$ cat src/rtl/systolic_skew_feeder_if.sv
// ---------------------------------------------------------------------------
// systolic_skew_feeder_if
// Job control, slice input and array-edge output bundle of the skew feeder.
//   start/k_len     : job start request and inner dimension K
//   busy/done       : job in flight / one-cycle completion pulse
//   in_valid/ready  : slice handshake; in_a_vec = A column k, in_b_vec = B row k
//   out_a/out_b_vec : skewed lanes to PE row edge / PE column edge
//   pe_en           : global PE enable
// master = upstream/array side, slave = feeder side.
// ---------------------------------------------------------------------------
interface systolic_skew_feeder_if #(
   parameter int unsigned BITWIDTH = 8,
   parameter int unsigned N        = 4,
   parameter int unsigned KLEN_W   = 8
);
   logic                  start;
   logic [KLEN_W-1:0]     k_len;
   logic                  busy;
   logic                  in_valid;
   logic                  in_ready;
   logic [N*BITWIDTH-1:0] in_a_vec;
   logic [N*BITWIDTH-1:0] in_b_vec;
   logic [N*BITWIDTH-1:0] out_a_vec;
   logic [N*BITWIDTH-1:0] out_b_vec;
   logic                  pe_en;
   logic                  done;

   modport master (
      output start, k_len, in_valid, in_a_vec, in_b_vec,
      input  busy, in_ready, out_a_vec, out_b_vec, pe_en, done
   );

   modport slave (
      input  start, k_len, in_valid, in_a_vec, in_b_vec,
      output busy, in_ready, out_a_vec, out_b_vec, pe_en, done
   );
endinterface

$ cat src/rtl/systolic_skew_feeder.sv
// ---------------------------------------------------------------------------
// systolic_skew_feeder
// Front end of an N x N output-stationary systolic matmul array. Accepts one
// k-slice per beat (column k of A, row k of B), delays lane i by i array
// steps, drives the row/column edges of the PE grid together with the global
// PE enable, then flushes zeros until every PE holds its final sum and
// pulses done.
// Ports:
//   clk, rst_n : clock, asynchronous active-low reset
//   bus        : systolic_skew_feeder_if.slave (job control, slice handshake,
//                skewed lane outputs, pe_en, done)
// ---------------------------------------------------------------------------
module systolic_skew_feeder #(
   parameter int unsigned BITWIDTH = 8,
   parameter int unsigned N        = 4,
   parameter int unsigned KLEN_W   = 8
) (
   input  logic                 clk,
   input  logic                 rst_n,
   systolic_skew_feeder_if.slave bus
);

   localparam int unsigned VEC_W     = N * BITWIDTH;
   localparam int unsigned DRAIN_LEN = 2 * N - 2;
   localparam int unsigned DCNT_W    = $clog2(DRAIN_LEN + 1);

   typedef enum logic [1:0] {
      IDLE  = 2'd0,
      FEED  = 2'd1,
      DRAIN = 2'd2,
      DONE  = 2'd3
   } state_t;

   state_t              state, state_nxt;
   logic [KLEN_W-1:0]   klen_q, klen_nxt;
   logic [KLEN_W-1:0]   beat_cnt, beat_cnt_nxt;
   logic [DCNT_W-1:0]   drain_cnt, drain_cnt_nxt;
   logic                adv_c;
   logic                clr_c;
   logic                accept_c;
   logic                busy_q, in_ready_q, pe_en_q, done_q;
   logic [VEC_W-1:0]    out_a_q, out_b_q;

   assign accept_c = (state == FEED) && bus.in_valid && in_ready_q;

   // State register
   always_ff @(posedge clk or negedge rst_n) begin
      if (!rst_n) begin
         state <= IDLE;
      end else begin
         state <= state_nxt;
      end
   end

   // Next-state, counters and array-advance decode.
   // DRAIN spends one extra non-advancing cycle once the counter is empty so
   // that done lands in the cycle after the last pe_en-high cycle.
   always_comb begin
      state_nxt     = state;
      klen_nxt      = klen_q;
      beat_cnt_nxt  = beat_cnt;
      drain_cnt_nxt = drain_cnt;
      adv_c         = 1'b0;
      clr_c         = 1'b0;
      case (state)
         IDLE: begin
            if (bus.start && (bus.k_len != '0)) begin
               klen_nxt      = bus.k_len;
               beat_cnt_nxt  = '0;
               drain_cnt_nxt = '0;
               clr_c         = 1'b1;
               state_nxt     = FEED;
            end
         end
         FEED: begin
            if (accept_c) begin
               adv_c = 1'b1;
               // compare against k_len-1 so k_len = 2^KLEN_W-1 never wraps
               if (beat_cnt == (klen_q - KLEN_W'(1))) begin
                  drain_cnt_nxt = DCNT_W'(DRAIN_LEN);
                  state_nxt     = DRAIN;
               end else begin
                  beat_cnt_nxt = beat_cnt + KLEN_W'(1);
               end
            end
         end
         DRAIN: begin
            if (drain_cnt != '0) begin
               adv_c         = 1'b1;
               drain_cnt_nxt = drain_cnt - DCNT_W'(1);
            end else begin
               state_nxt = DONE;
            end
         end
         DONE: begin
            state_nxt = IDLE;
         end
         default: begin
            state_nxt = IDLE;
         end
      endcase
   end

   // Job length and counters
   always_ff @(posedge clk or negedge rst_n) begin
      if (!rst_n) begin
         klen_q    <= '0;
         beat_cnt  <= '0;
         drain_cnt <= '0;
      end else begin
         klen_q    <= klen_nxt;
         beat_cnt  <= beat_cnt_nxt;
         drain_cnt <= drain_cnt_nxt;
      end
   end

   // Registered control outputs, aligned with the state they describe
   always_ff @(posedge clk or negedge rst_n) begin
      if (!rst_n) begin
         busy_q     <= 1'b0;
         in_ready_q <= 1'b0;
         pe_en_q    <= 1'b0;
         done_q     <= 1'b0;
      end else begin
         busy_q     <= (state_nxt != IDLE);
         in_ready_q <= (state_nxt == FEED);
         pe_en_q    <= adv_c;
         done_q     <= (state_nxt == DONE);
      end
   end

   // Per-lane skew chains: lane i is i+1 registers deep, all stepping together
   for (genvar i = 0; i < N; i++) begin : g_lane
      logic [BITWIDTH-1:0] a_stg [0:i];
      logic [BITWIDTH-1:0] b_stg [0:i];
      logic [BITWIDTH-1:0] a_in_c;
      logic [BITWIDTH-1:0] b_in_c;

      // zeros are injected while draining so empty lanes stay MAC-neutral
      assign a_in_c = (state == DRAIN) ? '0 : bus.in_a_vec[i*BITWIDTH +: BITWIDTH];
      assign b_in_c = (state == DRAIN) ? '0 : bus.in_b_vec[i*BITWIDTH +: BITWIDTH];

      always_ff @(posedge clk or negedge rst_n) begin
         if (!rst_n) begin
            for (int s = 0; s <= i; s++) begin
               a_stg[s] <= '0;
               b_stg[s] <= '0;
            end
         end else if (clr_c) begin
            for (int s = 0; s <= i; s++) begin
               a_stg[s] <= '0;
               b_stg[s] <= '0;
            end
         end else if (adv_c) begin
            a_stg[0] <= a_in_c;
            b_stg[0] <= b_in_c;
            for (int s = 1; s <= i; s++) begin
               a_stg[s] <= a_stg[s-1];
               b_stg[s] <= b_stg[s-1];
            end
         end
      end

      assign out_a_q[i*BITWIDTH +: BITWIDTH] = a_stg[i];
      assign out_b_q[i*BITWIDTH +: BITWIDTH] = b_stg[i];
   end

   assign bus.busy      = busy_q;
   assign bus.in_ready  = in_ready_q;
   assign bus.pe_en     = pe_en_q;
   assign bus.done      = done_q;
   assign bus.out_a_vec = out_a_q;
   assign bus.out_b_vec = out_b_q;

endmodule
$ cat src/flat_wrapper.sv
// flat-port wrapper written by rule: the top's interface ports become plain ports
module systolic_skew_feeder_flat 
#(
   parameter int unsigned BITWIDTH = 8,
   parameter int unsigned N        = 4,
   parameter int unsigned KLEN_W   = 8
)
  (clk, rst_n, bus_start, bus_k_len, bus_in_valid, bus_in_a_vec, bus_in_b_vec, bus_busy, bus_in_ready, bus_out_a_vec, bus_out_b_vec, bus_pe_en, bus_done);
  systolic_skew_feeder_if #(.BITWIDTH(BITWIDTH), .N(N), .KLEN_W(KLEN_W)) bus_i ();
  input  logic clk;
  input  logic rst_n;
  input wire logic [$bits(bus_i.start)-1:0] bus_start;
  input wire logic [$bits(bus_i.k_len)-1:0] bus_k_len;
  input wire logic [$bits(bus_i.in_valid)-1:0] bus_in_valid;
  input wire logic [$bits(bus_i.in_a_vec)-1:0] bus_in_a_vec;
  input wire logic [$bits(bus_i.in_b_vec)-1:0] bus_in_b_vec;
  output wire logic [$bits(bus_i.busy)-1:0] bus_busy;
  output wire logic [$bits(bus_i.in_ready)-1:0] bus_in_ready;
  output wire logic [$bits(bus_i.out_a_vec)-1:0] bus_out_a_vec;
  output wire logic [$bits(bus_i.out_b_vec)-1:0] bus_out_b_vec;
  output wire logic [$bits(bus_i.pe_en)-1:0] bus_pe_en;
  output wire logic [$bits(bus_i.done)-1:0] bus_done;
  assign bus_i.start = bus_start;
  assign bus_i.k_len = bus_k_len;
  assign bus_i.in_valid = bus_in_valid;
  assign bus_i.in_a_vec = bus_in_a_vec;
  assign bus_i.in_b_vec = bus_in_b_vec;
  assign bus_busy = bus_i.busy;
  assign bus_in_ready = bus_i.in_ready;
  assign bus_out_a_vec = bus_i.out_a_vec;
  assign bus_out_b_vec = bus_i.out_b_vec;
  assign bus_pe_en = bus_i.pe_en;
  assign bus_done = bus_i.done;
  systolic_skew_feeder #(.BITWIDTH(BITWIDTH), .N(N), .KLEN_W(KLEN_W)) u_core (.clk(clk), .rst_n(rst_n), .bus(bus_i));
endmodule
$ cat config.mk
export PLATFORM = sky130hd
export DESIGN_NAME = systolic_skew_feeder_flat
export DESIGN_NICKNAME = d
export VERILOG_FILES = /design/src/rtl/systolic_skew_feeder_if.sv /design/src/rtl/systolic_skew_feeder.sv /design/src/flat_wrapper.sv
export SDC_FILE = /design/constraint.sdc
export NUM_CORES = 1
export LEC_CHECK = 0
export ABC_CLOCK_PERIOD_IN_PS = 2000
export CAP_MARGIN = 20
export CELL_PAD_IN_SITES_DETAIL_PLACEMENT = 1
export CELL_PAD_IN_SITES_GLOBAL_PLACEMENT = 1
export CORE_ASPECT_RATIO = 0.6
export CORE_MARGIN = 1.5
export CORE_UTILIZATION = 36
export DETAILED_ROUTE_END_ITERATION = 8
export GPL_TIMING_DRIVEN = 0
export HOLD_SLACK_MARGIN = 0.1
export PLACE_DENSITY = 0.77
export SLEW_MARGIN = 0
export SYNTH_ARGS = -nofsm -noshare
export SYNTH_HDL_FRONTEND = slang
export SYNTH_SLANG_ARGS = --single-unit
export TNS_END_PERCENT = 1
$ cat constraint.sdc
create_clock -name clk -period 2 [get_ports clk]
set_input_delay 0.4 -clock clk [delete_from_list [all_inputs] [get_ports clk]]
set_output_delay 0.4 -clock clk [all_outputs]
set_load 0.03 [all_outputs]
==> results of run 1 <==
==> cell usage after synthesis, drive strengths merged (3+ instances only) <==
cell type,instances,area [um^2]
a21o,3,22.52
o21ai,16,80.07
or3,7,43.79
dfrtp,185,4629
nand3b,64,480.5
xor2,5,43.79
clkbuf,57,214.0
buf,53,380.4
nand2,270,1013
nor2b,3,18.77
nand3,9,50.05
nor3,6,30.03
mux2,6,71.31
xnor2,3,26.28
nor2,9,33.78
inv,15,56.31
and3,4,25.02
a21oi,169,845.8
a31oi,3,18.77
ha,8,100.1
==> worst max-delay path, cell delays in order, from the launching register on <==
cell,delay [ns]
dfrtp_1,0.41
inv_1,0.11
ha_4,0.28
xor2_1,0.16
nand3_1,0.14
nor3_4,0.27
nand4b_4,0.16
a21o_1,0.25
mux2_4,0.30
==> per-stage QoR <==
step | total power [mW] | setup WS, ns | std cells
3_3_place_gp | 7.685 | -7.536 | 1364
2_1_floorplan | 6.569 | -0.01069 | 913
6_report | 12.08 | -0.1900 | 1407
4_1_cts | 12.02 | -0.1081 | 1405
5_1_grt | 12.74 | -0.2715 | 1407
3_5_place_dp | 7.810 | -1.287 | 1365
==> per-layer routing <==
layer	up-vias	share of wire, %	track usage [%]
li1	3326	-	-
met1	3574	50	31.27
met2	109	46	34.57
met3	19	3.4	4.197
met4	0	1.1	5.545
met5	-	0	0
==> worst paths after layout <==
path / slack, ns / endpoint / cells past startpoint / from
setup reg to reg: -0.19 / u_core.drain_cnt[0] / 8 / u_core.klen_q[0]
min in group clk: 0.51 / u_core.bus.out_b_vec[19] / 2 / u_core.g_lane[2].b_stg[11]
hold reg to reg: 0.51 / u_core.bus.out_b_vec[19] / 2 / u_core.g_lane[2].b_stg[11]
max in group asynchronous: 0.50 / u_core.g_lane[3].b_stg[31] / 3 / rst_n
setup / recovery: -0.19 / u_core.drain_cnt[0] / 8 / u_core.klen_q[0]
hold / removal: 0.51 / u_core.bus.out_a_vec[13] / 2 / rst_n
==> sequential cells by signal (all words and copies together), names as in the netlist <==
name                  flops
u_core.drain_cnt          3
u_core.g_lane.a_stg      56
u_core.bus.out_a_vec     24
u_core.beat_cnt           8
u_core.bus.busy           1
u_core.bus.in_ready       1
u_core.bus.pe_en          1
u_core.state              2
u_core.klen_q             8
u_core.bus.out_b_vec     24
u_core.g_lane.b_stg      56
u_core.bus.done           1
==> power by group through the flow <==
stage	Combinational [mW]	Clock [mW]	Sequential (mW)
5_1_grt	4.03	3.90	4.81
4_1_cts	3.55	3.76	4.71
2_1_floorplan	1.72	0	4.85
3_5_place_dp	3.06	0	4.75
6_report	3.66	3.69	4.73
3_3_place_gp	2.96	0	4.73
==> area by class of cell <==
cell class | count | area, um^2 | area share [%]
clock inverters | 10 | 166.4 | 1.480
inverters | 15 | 63.81 | 0.5676
well taps | 308 | 385.4 | 3.428
flip-flops and latches | 185 | 4634 | 41.22
multi-input cells | 603 | 3243 | 28.85
repair buffers | 156 | 1465 | 13.03
plain buffers | 109 | 823.3 | 7.323
clock buffers | 21 | 460.4 | 4.096
==> logic make-up after synthesis <==
| family | after synthesis | synth area share (%) |
|---|---|---|
| DFF | 185 | 55.45 |
| buffers and inverters | 125 | 7.793 |
| adders and majority gates | 8 | 1.199 |
| and+or+nand+nor | 383 | 21.55 |
| AOI/OAI and AO/OA | 197 | 12.20 |
| muxes | 7 | 0.9740 |
| xor gates and xnor gates | 8 | 0.8392 |
==> layout by cell type (no fill, tap or decap), types with 8 or more instances in the layout <==
cell and count:
a21oi_1 163, buf_4 112, clkbuf_1 9, clkbuf_16 17, clkbuf_2 9, clkbuf_4 12
clkbuf_8 9, clkdlybuf4s50_1 102, dfrtp_1 181, inv_1 11, nand2_1 268, nand3b_1 64
nor2_1 8
==> what timing repair did <==
action                     in CTS  in global routing
setup endpoints to repair     199                202
buffers inserted                8                  2
pin swaps                      23                  9
gates resized for setup       123                 94
gates cloned                    1                  0
hold endpoints to repair       70                  0
hold buffers                    1                  0
==> results.toml, run 1 <==
[synth]
syn_inst = 913
avgSynthCellArea_um2 = 9.145
ys.flop_type = "dfrtp_1"
synth.net_count = 997
async_flop_share_pct = 100.0
yosysSeqAreaShare_pct = 55.45
synth_edf_count = 0
syn_area_mm2 = 0.008349
ys_ff_latch = 185
ys_warn_count = 0
synth.distinct_cells = 43

[timing]
whs_ns = 0.5123
final-setup-viol-count = 15
max_slew.worst_pin.slew_ns = 0.8502
setup_ws_ns = -0.1900
fin_skew_ns = 0.01055
rsz0062_at_grt = "yes"
relSlewSlack_pct = 42.89
hold_viol = 0
tns_ns = -1.382
fin_crit_ns = 2.190
drv_slew = 0
max_freq_ghz = 0.4566
finalCritPeriodShare_pct = 109.5

[drt]
drt_first_iter_violations = 368
drt-total-wl_mm = 25.20
dr.pass1.iters = 4
via_per_inst = 4.995
post_drt_wl_per_cell_um = 17.91
drtAntennaViolNets = 0
drc = 0
num_vias = 7028

[die]
start_util_pct = 37.30
ios = 144
die_h_um = 121.0
rows = 42
dieArea_mm2 = 0.02415
core_mm2 = 0.02239
die_x_um = 199.6

[critical_path]
required_ns = 2.33
cp-end-kind = "register"
cp_max_fo = 4
worstSetupPathType = "register to register"
cp.arrival_ns = 2.52
cp-start-kind = "register"

[finish]
finish.utilization_pct = 50.22
nNetsFinal = 1171
n_antenna_cell = 0
drive_above_1_share_pct = 20.66
nFillCells = 2572
areaGrowthSynthToFinish_pct = 34.65
fin_area_mm2 = 0.01124

[place]
gp_congestion = 0.7671
dp_hpwl_mm = 17.16
place_area_mm2 = 0.01022
io_buffers = 143

[cts]
clock_tree.root_cell = "clkbuf_16"
clockBufferDepth = 2
cts_sinks = 185
htreeDepth = 4
numCtsBuffers = 17
clk_latency_ns = 0.45
path_clk_slew_ns = 0.07
cts_tree = "yes"

[power_and_ir_drop]
power_frac_seq_pct = 39.2
clock_power_share_pct = 30.5
ir_worst_vdd_uv = 686.1
swShare_pct = 34.27
p_int_mw = 7.941
comb_power_share_pct = 30.3
p_per_area_mw_per_mm2 = 1075
switchingPower_mw = 4.140
p_leak_nw = 4.936

[global_routing]
overflow = 0
gr-usage-all-layers_pct = 22.02
grt_max_degree = 116
antenna_found_initial = 0
grt_first_pass_wirelength_mm = 40.56
grt_pass1_vias = 7501

[job]
maxCapViolations = 0

[outcome]
violations = "negative setup slack"
status = "finished with violations"

[min_path]
hp-class = "input port to async pin"
(Power assumes the default switching activity.)
==> run 2: changes to the inputs <==
--- a/config.mk
+++ b/config.mk
@@ -5,7 +5,7 @@
 export SDC_FILE = /design/constraint.sdc
 export NUM_CORES = 1
 export LEC_CHECK = 0
-export ABC_CLOCK_PERIOD_IN_PS = 2000
+export ABC_CLOCK_PERIOD_IN_PS = 1800
 export CAP_MARGIN = 20
 export CELL_PAD_IN_SITES_DETAIL_PLACEMENT = 1
 export CELL_PAD_IN_SITES_GLOBAL_PLACEMENT = 1
==> constraint.sdc (replaced) <==
create_clock -name clk -period 1.8 [get_ports clk]
set_input_delay 0.36 -clock clk [delete_from_list [all_inputs] [get_ports clk]]
set_output_delay 0.36 -clock clk [all_outputs]
set_load 0.03 [all_outputs]
==> run 2 against run 1 <==
  * The run still ends with negative setup slack left
  * Via count fell by 0.75%
  * Critical endpoint is now u_core.beat_cnt[6]
  * Clock skew is essentially flat
  * Hold slack worse by 0.021 ns
  * Largest cell class unchanged
==> results.toml, run 2 (synthesized netlist as in run 1, its figures left out) <==
[timing]
final-setup-viol-count = 111
whs_ns = 0.4917
drv_slew = 0
finalCritPeriodShare_pct = 118.0
max_slew.worst_pin.slew_ns = 0.9310
rsz0062_at_grt = "yes"
fin_crit_ns = 2.123
max_freq_ghz = 0.4710
hold_viol = 0
setup_ws_ns = -0.3233
tns_ns = -5.256
fin_skew_ns = 0.01077
relSlewSlack_pct = 37.46

[cts]
htreeDepth = 4
cts_tree = "yes"
clk_latency_ns = 0.44
path_clk_slew_ns = 0.07
cts_sinks = 185
numCtsBuffers = 17
clock_tree.root_cell = "clkbuf_16"
clockBufferDepth = 2

[place]
dp.cells = 1365
gp_congestion = 0.7589
io_buffers = 143
dp_hpwl_mm = 17.13

[outcome]
violations = "negative setup slack"
status = "finished with violations"

[critical_path]
slowest_delay_ns = 0.45
r2r_start = "u_core.klen_q[1]"
cp-start-kind = "register"
path_buf_inv = 2
cp.arrival_ns = 2.50
critical-path-top-delay-family = "simple AND/OR/NAND/NOR gates"
crit_chain = "inv_2 -> ha_4 -> nor3b_4 -> and3_4 -> nor3_4 -> a31o_4 -> buf_6 -> or3_1 -> a21oi_2"
cp-end-kind = "register"
worstSetupPathType = "register to register"
r2r_cells = 9
cpMaxStageDelayCell = "dfrtp_2"
required_ns = 2.18
ff2ff_setup_slack_ns = -0.32
cp_max_fo = 10
r2r_end = "u_core.beat_cnt[6]"

[global_routing]
overflow = 0
grt_pass1_vias = 7519
grt_first_pass_wirelength_mm = 40.74
antenna_found_initial = 0
grt_max_degree = 111
gr-usage-all-layers_pct = 22.09

[die]
core_mm2 = 0.02239
die_x_um = 199.6
die_h_um = 121.0
dieArea_mm2 = 0.02415
rows = 42
ios = 144
start_util_pct = 37.30

[power_and_ir_drop]
clock_power_share_pct = 29.3
p_int_mw = 8.867
swShare_pct = 34.20
comb_power_share_pct = 31.7
p_per_area_mw_per_mm2 = 1173
power_mw = 13.48
p_leak_nw = 5.129
switchingPower_mw = 4.609
power_frac_seq_pct = 39.0
ir_worst_vdd_uv = 772.0

[finish]
layout_common_cells = "nand2_1, dfrtp_1, a21oi_1"
regArea_mm2 = 0.004637
drive_above_1_share_pct = 23.60
nNetsFinal = 1178
multi_input_area_mm2 = 0.003323
final_common_cell = "nand2_1"
top_regs = "u_core.g_lane.a_stg: 56 flops, u_core.g_lane.b_stg: 56 flops"
areaGrowthSynthToFinish_pct = 37.64
nFillCells = 2549
fin_cells = 1415

[job]
maxCapViolations = 0

[drt]
drtAntennaViolNets = 0
post_drt_wl_per_cell_um = 17.95
num_vias = 6975
via_per_inst = 4.929
drt-total-wl_mm = 25.40
drc = 0
dr.pass1.iters = 4
drt_first_iter_violations = 314

[min_path]
hp-class = "input port to async pin"
## run 2: cell types whose count changed in the layout (fill, tap and decap cells not counted), sizes merged, moves of 2 or more
cell / change
clkdlybuf4s50: -28
dlygate4sd2: +20
buf: +14
clkbuf: +4
clkinvlp: -2
inv: -2
## run 2: how the worst max path moves through the flow
stage	to	slack, ns	cells after the start	start
floorplan	u_core.drain_cnt[0]	-0.19	7	u_core.beat_cnt[7]
global placement	u_core.g_lane[3].b_stg[31]	-7.73	1	rst_n
detailed placement	u_core.g_lane[0].a_stg[0]	-1.38	7	bus_k_len[4]
global route	u_core.drain_cnt[0]	-0.40	8	u_core.klen_q[3]
CTS	u_core.drain_cnt[0]	-0.31	8	u_core.klen_q[0]
finish	u_core.beat_cnt[6]	-0.32	9	u_core.klen_q[1]
## run 2: area by class of cell
| cell class | instances | area share [%] |
|---|---|---|
| well taps | 308 | 3.353 |
| diodes | 1 | 0.02177 |
| plain buffers | 109 | 8.688 |
| inverters | 15 | 0.5553 |
| multi-input cells | 603 | 28.92 |
| flip-flops and latches | 185 | 40.35 |
| clock inverters | 6 | 0.9799 |
| repair buffers | 163 | 12.83 |
| clock buffers | 25 | 4.311 |
## run 2: metrics by stage
stage	instance area [um^2]	setup WS [ns]	util, %
after detailed placement	10230	-1.379	45.71
after CTS	11370	-0.3055	50.77
after global routing	11490	-0.4031	51.32
final	11490	-0.3233	51.34
after global placement	10200	-7.732	45.56
after floorplan	8383	-0.1893	-
## run 2: power by group through the flow
stage | clock network [mW] | logic, mW | registers (mW)
finish | 3.95 | 4.27 | 5.26
global route | 4.19 | 4.64 | 5.35
CTS | 4.02 | 4.11 | 5.22
detailed placement | 0 | 3.42 | 5.28
global placement | 0 | 3.30 | 5.27
floorplan | 0 | 1.93 | 5.40
## run 2: repair_timing
action,CTS,global route
hold endpoints to repair,75,0
buffers inserted,18,0
hold buffers,1,0
endpoints found under the setup margin,253,181
resized for setup,224,60
pin swaps,26,10
## run 2: routing by layer
layer / global-route usage, % / vias up / routed length, um / part of all wire [%]
met4: 5.169 / 0 / 155 / 0.61
li1: - / 3342 / - / -
met5: 0 / - / 0 / 0
met1: 31.86 / 3524 / 12680 / 50
met3: 4.614 / 10 / 996 / 3.9
met2: 33.96 / 99 / 11570 / 46
==> run 3: changes to the inputs <==
--- a/config.mk
+++ b/config.mk
@@ -12,6 +12,7 @@
 export CORE_ASPECT_RATIO = 0.6
 export CORE_MARGIN = 1.5
 export CORE_UTILIZATION = 36
+export CTS_BUF_LIST = sky130_fd_sc_hd__clkbuf_4 sky130_fd_sc_hd__clkbuf_8 sky130_fd_sc_hd__clkbuf_16
 export DETAILED_ROUTE_END_ITERATION = 8
 export GPL_TIMING_DRIVEN = 0
 export HOLD_SLACK_MARGIN = 0.1
==> run 3 against run 2 <==
  * The flow still finishes with violations (negative setup slack)
  * Worst setup slack worse by 0.0076 ns
  * Hold slack got worse by 0.012 ns
  * Global-route usage is 0.13 points lower
  * Non-clock buffer count shrank 5
  * Critical path type unchanged
  * Largest power group unchanged
==> results.toml, run 3 (synthesized netlist as in run 1, its figures left out) <==
[outcome]
status = "finished with violations"
violations = "negative setup slack"

[cts]
cts_sinks = 185
numCtsBuffers = 17
path_clk_slew_ns = 0.07
clk_latency_ns = 0.44
htreeDepth = 4
cts_tree = "yes"
clockBufferDepth = 2
clock_tree.root_cell = "clkbuf_16"

[drt]
num_vias = 6985
drc = 0
drt-total-wl_mm = 25.25
dr.pass1.iters = 4
post_drt_wl_per_cell_um = 17.92
drt_first_iter_violations = 341
via_per_inst = 4.957
drtAntennaViolNets = 0

[place]
io_buffers = 143
dp.cells = 1365
pre_cts_slack_ns = -1.379
gp_congestion = 0.7589
dp_hpwl_mm = 17.13

[global_routing]
overflow = 0
grt_pass1_vias = 7506
gr-usage-all-layers_pct = 21.96
antenna_found_initial = 0
grt_max_degree = 111
grt_first_pass_wirelength_mm = 40.57

[critical_path]
worstSetupPathType = "register to register"
critical-path-top-delay-family = "compound AO/OA/AOI/OAI gates"
cpMaxStageDelayCell = "dfrtp_1"
path_buf_inv = 1
cp-start-kind = "register"
cp.arrival_ns = 2.51
cp_max_fo = 10
required_ns = 2.18
crit_chain = "nor2b_1 -> a21o_1 -> a21oi_1 -> o22ai_2 -> a31o_4 -> buf_6 -> or3_1 -> a21oi_2"
slowest_delay_ns = 0.47
cp-end-kind = "register"

[die]
dieArea_mm2 = 0.02415
die_x_um = 199.6
core_mm2 = 0.02239
rows = 42
start_util_pct = 37.30
die_h_um = 121.0
ios = 144

[finish]
top_regs = "u_core.g_lane.a_stg: 56 flops, u_core.g_lane.b_stg: 56 flops"
nNetsFinal = 1173
fin_cells = 1409
drive_above_1_share_pct = 23.25
final_common_cell = "nand2_1"
n_antenna_cell = 0
finish.utilization_pct = 51.24
nFillCells = 2540
regArea_mm2 = 0.004636
layout_common_cells = "nand2_1, dfrtp_1, a21oi_1"
areaGrowthSynthToFinish_pct = 37.38
multi_input_area_mm2 = 0.003318

[timing]
fin_skew_ns = 0.01401
hold_viol = 0
rsz0062_at_grt = "yes"
tns_ns = -5.430
relSlewSlack_pct = 32.62
fin_crit_ns = 2.131
max_slew.worst_pin.slew_ns = 1.003
whs_ns = 0.4801
drv_slew = 0
max_freq_ghz = 0.4693
finalCritPeriodShare_pct = 118.4
final-setup-viol-count = 110
setup_ws_ns = -0.3309

[power_and_ir_drop]
ir_worst_vdd_uv = 739.1
p_per_area_mw_per_mm2 = 1174
p_leak_nw = 5.135

[job]
maxCapViolations = 0

[min_path]
hp-class = "input port to async pin"
run 3: path summary, 6_finish.rpt:
path	startpoint	to	slack (ns)	cells past startpoint
max reg2reg	u_core.beat_cnt[2]	u_core.beat_cnt[6]	-0.33	8
min	rst_n	u_core.bus.out_a_vec[13]	0.48	2
min reg2reg	u_core.g_lane[0].a_stg[1]	u_core.g_lane[0].a_stg[1]	0.52	2
max	u_core.beat_cnt[2]	u_core.beat_cnt[6]	-0.33	8
max in group asynchronous	rst_n	u_core.g_lane[3].b_stg[31]	0.34	3
min in group clk	bus_in_a_vec[3]	u_core.g_lane[0].a_stg[3]	0.50	3
run 3: layer usage:
layer  global-route usage (%)  vias up  wire [um]
met5                        0        -          0
met4                    5.075        0        206
met3                    4.391       16        958
met2                    33.62      109      11330
met1                    31.96     3535      12760
li1                         -     3325          -
run 3: cell type report:
cell class | count | area share, %
Multi-Input combinational cell | 603 | 28.93
Clock buffer | 25 | 4.451
Clock inverter | 6 | 0.9818
Inverter | 15 | 0.5563
Timing Repair Buffer | 158 | 12.52
Sequential cell | 185 | 40.42
Buffer | 109 | 8.781
Tap cell | 308 | 3.360
run 3: timing repair:
action,CTS,global route
resized for setup,225,53
buffers inserted,12,1
hold buffers,1,0
endpoints found under the hold margin,75,0
pin swaps,21,8
setup endpoints to repair,253,181
run 3: worst register-to-register path: stages, from the launching register on:
cell and delay, ns:
dfrtp_1 0.47, nor2b_1 0.19, a21o_1 0.19, a21oi_1 0.19, o22ai_2 0.16, a31o_4 0.28, buf_6 0.14, or3_1 0.32
a21oi_2 0.12
run 3: stage by stage:
step | total power [mW] | instance area [um^2]
after floorplan | 7.332 | 8383
after global placement | 8.568 | 10200
after detailed placement | 8.700 | 10230
after CTS | 13.36 | 11340
after global routing | 14.19 | 11470
final | 13.47 | 11470
run 3: report_power, final:
group | switching [mW] | total [mW] | internal, mW
Clock | 1.62 | 4.01 | 2.39
Combinational | 2.46 | 4.20 | 1.74
Sequential | 0.489 | 5.26 | 4.77
